`src/rtl/tl_ul_pkg.sv`:
```
// TileLink-UL responder shared types: A/D opcodes, queued response entry, lane masks.
// Shared by tl_resp_queue and tl_ul_sram_responder.
package tl_ul_pkg;

  localparam int TL_DATA_W    = 32;
  localparam int TL_SOURCE_W  = 5;
  localparam int TL_MAX_LANES = 16;

  localparam logic [2:0] A_PUT_FULL    = 3'd0;
  localparam logic [2:0] A_PUT_PARTIAL = 3'd1;
  localparam logic [2:0] A_ARITH       = 3'd2;
  localparam logic [2:0] A_LOGIC       = 3'd3;
  localparam logic [2:0] A_GET         = 3'd4;
  localparam logic [2:0] A_HINT        = 3'd5;

  localparam logic [2:0] D_ACK      = 3'd0;
  localparam logic [2:0] D_ACK_DATA = 3'd1;
  localparam logic [2:0] D_HINT_ACK = 3'd2;

  typedef struct packed {
    logic [2:0]             opcode;
    logic [2:0]             size;
    logic [TL_SOURCE_W-1:0] source;
    logic                   denied;
    logic [TL_DATA_W-1:0]   data;
  } tl_rsp_t;

  // Byte lanes covered by a 2^size access starting at lane offs.
  function automatic logic [TL_MAX_LANES-1:0] lane_mask(
    input logic [2:0] size,
    input logic [3:0] offs
  );
    logic [TL_MAX_LANES-1:0] m;
    case (size)
      3'd0:    m = 16'h0001;
      3'd1:    m = 16'h0003;
      3'd2:    m = 16'h000F;
      3'd3:    m = 16'h00FF;
      default: m = 16'hFFFF;
    endcase
    return m << offs;
  endfunction

endpackage

```
`src/rtl/tl_resp_queue.sv`:
```
// Two-entry response FIFO between the A-side decode and the D channel.
// No bypass: a full queue refuses input even while it is being drained.
module tl_resp_queue
  import tl_ul_pkg::*;
(
  input  logic    clock,
  input  logic    reset_n,
  input  logic    i_valid,
  output logic    o_ready,
  input  tl_rsp_t i_entry,
  output logic    o_valid,
  input  logic    i_ready,
  output tl_rsp_t o_entry
);

  tl_rsp_t    r_mem [2];
  logic       r_wptr;
  logic       r_rptr;
  logic [1:0] r_count;

  logic w_push;
  logic w_pop;

  assign o_ready = (r_count != 2'd2);
  assign o_valid = (r_count != 2'd0);
  assign o_entry = r_mem[r_rptr];
  assign w_push  = i_valid & o_ready;
  assign w_pop   = o_valid & i_ready;

  // Pointer/count update; reset drops everything queued.
  always_ff @(posedge clock or negedge reset_n) begin
    if (!reset_n) begin
      r_mem[0] <= '0;
      r_mem[1] <= '0;
      r_wptr   <= 1'b0;
      r_rptr   <= 1'b0;
      r_count  <= 2'd0;
    end else begin
      if (w_push) begin
        r_mem[r_wptr] <= i_entry;
        r_wptr        <= ~r_wptr;
      end
      if (w_pop) begin
        r_rptr <= ~r_rptr;
      end
      case ({w_push, w_pop})
        2'b10:   r_count <= r_count + 2'd1;
        2'b01:   r_count <= r_count - 2'd1;
        default: r_count <= r_count;
      endcase
    end
  end

endmodule

```
`src/rtl/tl_ul_sram_responder.sv`:
```
// TileLink-UL manager: legality check, word SRAM, in-order D responses.
// Macro TL_RESP_HINT_EN enables HintAck for opcode 5.
module tl_ul_sram_responder
  import tl_ul_pkg::*;
#(
  parameter int ADDR_W    = 14,
  parameter int DATA_W    = TL_DATA_W,
  parameter int SOURCE_W  = TL_SOURCE_W,
  parameter int MEM_WORDS = 64
) (
  input  logic                clock,
  input  logic                reset_n,
  input  logic                a_valid,
  output logic                a_ready,
  input  logic [2:0]          a_opcode,
  input  logic [2:0]          a_param,
  input  logic [2:0]          a_size,
  input  logic [SOURCE_W-1:0] a_source,
  input  logic [ADDR_W-1:0]   a_address,
  input  logic [DATA_W/8-1:0] a_mask,
  input  logic [DATA_W-1:0]   a_data,
  input  logic                a_corrupt,
  output logic                d_valid,
  input  logic                d_ready,
  output logic [2:0]          d_opcode,
  output logic [1:0]          d_param,
  output logic [2:0]          d_size,
  output logic [SOURCE_W-1:0] d_source,
  output logic                d_sink,
  output logic                d_denied,
  output logic [DATA_W-1:0]   d_data,
  output logic                d_corrupt
);

  localparam int LANES  = DATA_W / 8;
  localparam int OFF_W  = $clog2(LANES);
  localparam int IDX_W  = ADDR_W - OFF_W;
  localparam int MIDX_W = $clog2(MEM_WORDS);

`ifdef TL_RESP_HINT_EN
  localparam bit HINT_EN = 1'b1;
`else
  localparam bit HINT_EN = 1'b0;
`endif

  logic [DATA_W-1:0] r_mem [MEM_WORDS];

  logic                    w_fire;
  logic [IDX_W-1:0]        w_idx;
  logic [MIDX_W-1:0]       w_midx;
  logic                    w_in_range;
  logic [TL_MAX_LANES-1:0] w_lane_full;
  logic [LANES-1:0]        w_lane;
  logic                    w_spill;
  logic [2:0]              w_lo;
  logic                    w_misalign;
  logic                    w_is_pf;
  logic                    w_is_pp;
  logic                    w_is_get;
  logic                    w_is_hint;
  logic                    w_is_put;
  logic                    w_op_ok;
  logic                    w_param_ok;
  logic                    w_mask_ok;
  logic                    w_denied;
  tl_rsp_t                 w_rsp;
  tl_rsp_t                 w_head;
  logic                    w_q_valid;

  assign w_fire = a_valid & a_ready;

  // Index is never wrapped: out-of-range upper bits are denied.
  assign w_idx      = a_address[ADDR_W-1:OFF_W];
  assign w_midx     = w_idx[MIDX_W-1:0];
  assign w_in_range = (w_idx < IDX_W'(MEM_WORDS));

  assign w_lane_full = lane_mask(a_size, 4'(a_address[OFF_W-1:0]));
  assign w_lane      = w_lane_full[LANES-1:0];
  assign w_spill     = |w_lane_full[TL_MAX_LANES-1:LANES];

  assign w_lo       = a_address[2:0] & ((3'd1 << a_size) - 3'd1);
  assign w_misalign = |w_lo;

  // Opcode classification.
  always_comb begin
    w_is_pf   = 1'b0;
    w_is_pp   = 1'b0;
    w_is_get  = 1'b0;
    w_is_hint = 1'b0;
    w_op_ok   = 1'b0;
    case (a_opcode)
      A_PUT_FULL: begin
        w_is_pf = 1'b1;
        w_op_ok = 1'b1;
      end
      A_PUT_PARTIAL: begin
        w_is_pp = 1'b1;
        w_op_ok = 1'b1;
      end
      A_GET: begin
        w_is_get = 1'b1;
        w_op_ok  = 1'b1;
      end
      A_HINT: begin
        w_is_hint = 1'b1;
        w_op_ok   = HINT_EN;
      end
      default: w_op_ok = 1'b0;
    endcase
  end

  assign w_is_put   = w_is_pf | w_is_pp;
  assign w_param_ok = (a_param == 3'd0) ||
                      (HINT_EN && w_is_hint && a_param == 3'd1);
  assign w_mask_ok  = w_is_pp ? ((a_mask & ~w_lane) == '0)
                              : (a_mask == w_lane);

  assign w_denied = !w_op_ok | !w_param_ok | (a_size > 3'd2) |
                    w_misalign | !w_in_range | !w_mask_ok |
                    w_spill | (w_is_put & a_corrupt);

  // Response entry built in the A fire cycle; Get data sampled here.
  always_comb begin
    w_rsp        = '0;
    w_rsp.size   = a_size;
    w_rsp.source = a_source;
    w_rsp.denied = w_denied;
    if (w_is_get) begin
      w_rsp.opcode = D_ACK_DATA;
    end else if (w_is_hint && !w_denied) begin
      w_rsp.opcode = D_HINT_ACK;
    end else begin
      w_rsp.opcode = D_ACK;
    end
    if (w_is_get && !w_denied) begin
      w_rsp.data = r_mem[w_midx];
    end
  end

  // SRAM byte-lane writes; contents deliberately survive reset.
  always_ff @(posedge clock) begin
    if (w_fire && w_is_put && !w_denied) begin
      for (int i = 0; i < LANES; i++) begin
        if (a_mask[i]) begin
          r_mem[w_midx][8*i +: 8] <= a_data[8*i +: 8];
        end
      end
    end
  end

  tl_resp_queue u_queue (
    .clock   (clock),
    .reset_n (reset_n),
    .i_valid (a_valid),
    .o_ready (a_ready),
    .i_entry (w_rsp),
    .o_valid (w_q_valid),
    .i_ready (d_ready),
    .o_entry (w_head)
  );

  assign d_valid   = w_q_valid;
  assign d_opcode  = w_q_valid ? w_head.opcode : 3'd0;
  assign d_param   = 2'd0;
  assign d_size    = w_q_valid ? w_head.size : 3'd0;
  assign d_source  = w_q_valid ? w_head.source : '0;
  assign d_sink    = 1'b0;
  assign d_denied  = w_q_valid & w_head.denied;
  assign d_data    = w_q_valid ? w_head.data : '0;
  assign d_corrupt = w_q_valid & w_head.denied &
                     (w_head.opcode == D_ACK_DATA);

endmodule

```
`config.mk`:
```
export PLATFORM = sky130hd
export DESIGN_NAME = tl_ul_sram_responder
export DESIGN_NICKNAME = d
export VERILOG_FILES = /design/src/rtl/tl_ul_pkg.sv /design/src/rtl/tl_resp_queue.sv /design/src/rtl/tl_ul_sram_responder.sv
export SDC_FILE = /design/constraint.sdc
export NUM_CORES = 2
export LEC_CHECK = 0
export ABC_AREA = 1
export CAP_MARGIN = 20
export CELL_PAD_IN_SITES_DETAIL_PLACEMENT = 1
export CELL_PAD_IN_SITES_GLOBAL_PLACEMENT = 2
export CORE_ASPECT_RATIO = 0.7
export CORE_MARGIN = 1
export CORE_UTILIZATION = 46
export DETAILED_ROUTE_END_ITERATION = 6
export GPL_ROUTABILITY_DRIVEN = 0
export PLACE_DENSITY_LB_ADDON = 0.05
export SYNTH_ARGS = -nofsm -noshare
export SYNTH_HDL_FRONTEND = slang
export SYNTH_SLANG_ARGS = --single-unit
```
`constraint.sdc`:
```
create_clock -name clock -period 7.03 [get_ports clock]
set_clock_uncertainty 0.2 [all_clocks]
set_input_delay 0.703 -clock clock [delete_from_list [all_inputs] [get_ports clock]]
set_output_delay 0.703 -clock clock [all_outputs]
set_load 0.05 [all_outputs]
```
Word level (Yosys, flattened, before mapping)
Memories as Yosys holds them, arrays and structs flattened.
Index checks and enable logic that the tools add are counted.
Widths: inputs -> output; s select.
{"block": "classes", "n_addsub": 3, "n_eq_ne": 11, "n_lt_le_gt_ge": 5, "shifts": 2, "n_reduce_logical": 19, "muxes": 33, "bitwise": 20}
{"op": "$mux 44", "count": 4}
{"op": "$bwmux 88", "count": 1}
{"op": "$mux 32", "count": 2}
{"op": "$pmux 16 s4", "count": 1}
{"op": "$demux 44 s1", "count": 1}
{"op": "$mux 1", "count": 18}
{"op": "$shl 16x2->16", "count": 1}
{"op": "$lt 12x7->1 const B", "count": 1}
{"op": "$reduce_or 12->1", "count": 1}
{"op": "$eq 3x1->1 const B", "count": 3}
{"op": "$logic_not 3->1", "count": 3}
{"op": "$or 1x1->1", "count": 8}
{"op": "$eq 3x2->1 const B", "count": 2}
{"op": "$eq 3x3->1 const B", "count": 2}
{"op": "$mux 3", "count": 2}
{"op": "$reduce_or 3->1", "count": 2}
{"op": "$and 1x1->1", "count": 5}
{"op": "$logic_and 1x1->1", "count": 5}
{"op": "$logic_not 1->1", "count": 5}
{"op": "$mux 5", "count": 1}
{"op": "$and 4x4->4", "count": 1}
{"op": "$eq 4x4->1", "count": 1}
{"op": "$ge 2x2->1 const B", "count": 2}
{"op": "$logic_not 4->1", "count": 1}
{"op": "other kinds (16)", "count": 20}
{"block": "totals", "mem_bits_rw": 2048, "memories": 1, "reg_bits": 92, "elab_cells": 107, "output_inout_bits": 50}
{"memory": "r_mem", "depth": 64, "width": 32, "rd": 1, "rd_ports_with_merged_regs": 0, "wr": 1, "line": "tl_ul_sram_responder.sv:46", "source": "logic [DATA_W-1:0] r_mem [MEM_WORDS];"}

Logic depth before layout (Yosys ltp)
{"block": "logic_depth", "ltp_word": 16, "ltp_mapped": 17, "mapped_depth_nobuf": 16}

By module
Synthesis repeated with hierarchy kept, for this count alone.
{"block": "hier_totals", "cells_unflattened": 8311, "area_unflattened_um2": 89597.2}
{"mod": "tl_ul_sram_responder", "area_each_um2": 85199.2, "n_inst": 1, "cells_each": 7751}
{"mod": "tl_resp_queue", "area_each_um2": 4398.0, "n_inst": 1, "cells_each": 560}

Worst setup path before layout
Ideal clock, no wire load.
{"block": "synth_path", "path_type": "input to register", "start": "input port a_size[2]", "end": "memory r_mem[35][0] (netlist name) (enable)", "stages": 15, "arrival_ns": 2.696, "setup_time_ns": 0.370, "n_path_buf": 1, "setup_slack_ns": 3.763, "cell_sequence": "inv_1 nand2_1 inv_1 o31ai_1 inv_1 ha_1 nand4_1 nand2_1 nand2_1 nor2_2 nand2_1 nor3_4 nand2_2 buf_6 nor2_1"}
{"block": "synth_between", "elab_chain_len": 15, "elab_cells_between_ends": 28}
{"item": "start: declaration", "line": "tl_ul_sram_responder.sv:17", "source": "input logic [2:0] a_size,"}
{"item": "$eq 3x2->1 (tied with other cells)", "line": "tl_ul_pkg.sv:34", "source": "case (size)"}
{"item": "$pmux 16 s4", "line": "tl_ul_pkg.sv:34"}
{"item": "$shl 16x2->16", "line": "tl_ul_pkg.sv:41", "source": "return m << offs;"}
{"item": "$not 4->4", "line": "tl_ul_sram_responder.sv:115", "source": "assign w_mask_ok = w_is_pp ? ((a_mask & ~w_lane) == '0)"}
{"item": "$and 4x4->4", "line": "tl_ul_sram_responder.sv:115"}
{"item": "$logic_not 4->1", "line": "tl_ul_sram_responder.sv:115"}
{"item": "$mux 1", "line": "tl_ul_sram_responder.sv:115"}
{"item": "$logic_not 1->1", "line": "tl_ul_sram_responder.sv:119", "source": "w_misalign | !w_in_range | !w_mask_ok |"}
{"item": "$or 1x1->1", "line": "tl_ul_sram_responder.sv:119"}
{"item": "$or 1x1->1 (*)", "line": "tl_ul_sram_responder.sv:119"}
{"item": "$or 1x1->1 (*)", "line": "tl_ul_sram_responder.sv:120", "source": "w_spill | (w_is_put & a_corrupt);"}
{"item": "$logic_not 1->1 (*)", "line": "tl_ul_sram_responder.sv:142", "source": "if (w_fire && w_is_put && !w_denied) begin"}
{"item": "$logic_and 1x1->1 (*)", "line": "tl_ul_sram_responder.sv:142"}
{"item": "$mux 1 (*)", "line": "tl_ul_sram_responder.sv:142"}
{"item": "$mux 1 (not written as such) (*)", "line": "tl_ul_sram_responder.sv:145", "source": "r_mem[w_midx][8*i +: 8] <= a_data[8*i +: 8];"}
{"item": "end: declaration", "line": "tl_ul_sram_responder.sv:46"}
Every way passes the cells marked *; elsewhere a longest branch is shown, timed or not.

Final worst setup path
{"block": "layout_path", "start": "register u_queue.r_rptr", "end": "output port d_data[14]"}
{"block": "layout_between", "elab_chain_len": 5}
{"item": "start: declaration", "line": "tl_resp_queue.sv:18", "source": "logic r_rptr;"}
{"item": "start signal: assignment", "line": "tl_resp_queue.sv:44", "source": "r_rptr <= ~r_rptr;"}
{"item": "$not 1->2 (not written as such)", "line": "tl_resp_queue.sv:26", "source": "assign o_entry = r_mem[r_rptr];"}
{"item": "$mux 44 (not written as such) (3 in a row)", "line": "tl_resp_queue.sv:26"}
{"item": "$mux 32", "line": "tl_ul_sram_responder.sv:169", "source": "assign d_data = w_q_valid ? w_head.data : '0;"}
{"item": "end: declaration", "line": "tl_ul_sram_responder.sv:31", "source": "output logic [DATA_W-1:0] d_data,"}
No other way between the ends. The select of a mux whose other input is x is not followed.

==> results.toml <==
[worst_hold_path]
hp-class = "in2reg"
min_from = "a_data[8]"

[clock_network]
cts_resized = 0
cts_buffers = 214
clkSinkCount = 2138
cts_tree = "done"
cts-root-buf = "clkbuf_16"
htree_levels = 4
clock_latency_ns = 0.87
post_cts_buffers = 0
ctsHoldBuffers = 4
clk_pin_slew_ns = 0.06
clk_path_buf_depth = 4

[logic_synthesis]
synth_top_family_by_area = "simple AND/OR/NAND/NOR gates"
yosysMostFrequentCell = "nand2_1"
synth_compound_area_frac = 0.0248
synthAdderAreaFrac = 0.000696
synth-xor-area-share = 0.000292
synth-simple-area-share = 0.215
synth-async-reset-ratio = 0.0421
synth_ff_type = "edfxtp_1"
synth_top_area_frac = 0.685
ys_types = 38
synthTopCellsByCount = "3,145 x nand2_1, 2,048 x edfxtp_1, 923 x nor2_1, 543 x inv_1, 537 x nand3_1"
yosys.area.top_type = "edfxtp_1"
synth-edff-count = 2048
yosysWarnings = 0
synth_area_um2 = 89800
synthesis.instances = 8380
ys_ff_latch = 2138
syn_area_per_cell_um2 = 10.7
yosys-top-cells-area = "edfxtp_1 68%, nand2_1 13%, nor2_1 3.9%"
synthMuxAreaShare = 0.000223
synth_seq_area_share = 0.710

[timing]
fmax_mhz = 190
tns_ns = 0
setup_ws_ns = 1.77
drv_slew = 0
min_period_over_period = 0.749
setup_viol = 0
layout_min_cycle_time_ns = 5.26
rsz0062_at_grt = "no"
hold_violations = 0
tightest_slew_ns = 1.28
max-slew-margin-rel = 0.143

[worst_setup_path]
crit_family = "buffers and inverters"
crit_chain = "inv_1, buf_4, nand2_1, a21oi_1, clkdlybuf4s50_1"
cp.required_ns = 6.13
cp_max_fo = 27
worst-path-buf-inv = 3
endpoint_kind = "output pin"
critPathSlowestCell = "clkdlybuf4s50_1"
start_kind = "flip-flop"
max_stage_delay_ns = 1.04
reg2reg_from = "u_queue.r_count[0]$_DFFE_PN0P_"
path_class = "reg2out"
worstPathArrival_ns = 4.36
startpoint = "u_queue.r_rptr$_DFFE_PN0P_"

[placed_design]
dp_hpwl_mm = 198
port_buffers = 114
placed_area_um2 = 92800
dp_slack_ns = 1.69

[final_layout]
num-nets-final = 8442
fillers = 20609
fin_area_um2 = 99600
syn2layout_area_growth_pct = 10.9
multi_input_area_um2 = 21800
drive_above_1_share = 0.0571
regArea_um2 = 63800

[run_status]
status = "complete, no violations"

[global_route]
grt_pass1_vias = 61995
grt_overflow = 0
grt_pass1_wl_mm = 453
grt_max_degree = 221
grt_usage = 0.324
antenna_found_initial = 35

[routing]
via_per_inst = 5.57
drc = 0
dr.pass1.iters = 6
routed_wl_mm = 319
post_drt_wl_per_cell_um = 28.6
antenna_left = 0
drt_iter0_markers = 7073
vias = 62072

[run]
maxCapViolations = 0

[floorplan]
die_h_um = 372
row_count = 135
start_util = 0.464
core_area_um2 = 194000
io_pins = 119
fp.dieW_um = 530
die_area_um2 = 197000

[pwr]
p_per_area_nw_per_um2 = 279
ir_worst_vdd_uv = 236
p_leak_nw = 38.5
placed cells by master, fill, tap and decap left out, types with 18 or more instances in the layout:
| cell | synthesis | routed |
|---|---|---|
| nand2_1 | 3145 | 3143 |
| edfxtp_1 | 2048 | 2048 |
| nor2_1 | 923 | 918 |
| inv_1 | 543 | 542 |
| nand3_1 | 537 | 536 |
| o21ai_0 | 222 | 222 |
| clkbuf_16 | 0 | 219 |
| nand4_1 | 149 | 149 |
| buf_4 | 29 | 113 |
| a21oi_1 | 92 | 92 |
| dfrtp_1 | 90 | 89 |
| clkdlybuf4s50_1 | 0 | 78 |
| o21bai_1 | 63 | 63 |
| clkinv_1 | 1 | 49 |
| clkbuf_1 | 104 | 39 |
| clkinv_2 | 0 | 37 |
| o21ai_1 | 28 | 28 |
| bufinv_16 | 0 | 18 |
kinds of logic after synthesis:
| group | count (synthesis) |
|---|---|
| and+or+nand+nor | 4814 |
| DFF | 2138 |
| buffers and inverters | 1006 |
| AOI/OAI and AO/OA | 411 |
| adders and majority gates | 5 |
| xor gates and xnor gates | 3 |
| muxes | 2 |
| other | 1 |
per-layer routing:
metal | global-route usage | part of all wire
met1 | 0.478 | 0.45
met2 | 0.473 | 0.43
met3 | 0.0838 | 0.094
met4 | 0.0894 | 0.026
met5 | 0 | 0.00029
registers in the layout (all words and copies together) (netlist names):
| signal | count |
|---|---|
| r_mem | 2048 |
| u_queue.r_mem | 86 |
| u_queue.r_count | 2 |
| u_queue.r_wptr | 1 |
| u_queue.r_rptr | 1 |
final cells by class:
class                           count  area share
Clock buffer                      265      0.0574
Tap cell                         2603      0.0327
Multi-Input combinational cell   5239       0.219
Sequential cell                  2138       0.640
Clock inverter                    116      0.0101
Timing Repair Buffer              223      0.0198
Inverter                          552      0.0211
Antenna cell                       16    0.000402
per-stage QoR:
| stage | util | cells | hold WS [ns] | power, mW |
|---|---|---|---|---|
| 6_report | 0.514 | 11152 | 0.0591 | 27.8 |
| 4_1_cts | 0.514 | 11136 | 0.0130 | 27.9 |
| 3_3_place_gp | 0.479 | 10751 | 0.250 | 16.7 |
| 3_5_place_dp | 0.479 | 10751 | 0.258 | 16.7 |
| 2_1_floorplan | - | 8383 | 0.207 | 15.5 |
| 5_1_grt | 0.514 | 11139 | 0.0650 | 28.4 |
worst paths after layout:
check | depth (start not counted) | to | slack, ns
setup / recovery | 5 | d_data[14] | 1.77
hold / removal | 1 | r_mem[58][8]$_DFFE_PP_ | 0.06
setup reg to reg | 7 | r_mem[10][8]$_DFFE_PP_ | 3.30
hold reg to reg | 2 | u_queue.r_mem[79]$_DFFE_PN0P_ | 0.27
max in group asynchronous | 3 | u_queue.r_mem[9]$_DFFE_PN0P_ | 5.17
min in group asynchronous | 2 | u_queue.r_mem[34]$_DFFE_PN0P_ | 0.21
report_power, final:
part           internal (mW)  switching (mW)
logic                  0.489            1.86
clock network           6.40            4.95
registers               14.0          0.0620
total                   20.9            6.88
Note: power is estimated with default switching activity, not from simulation.
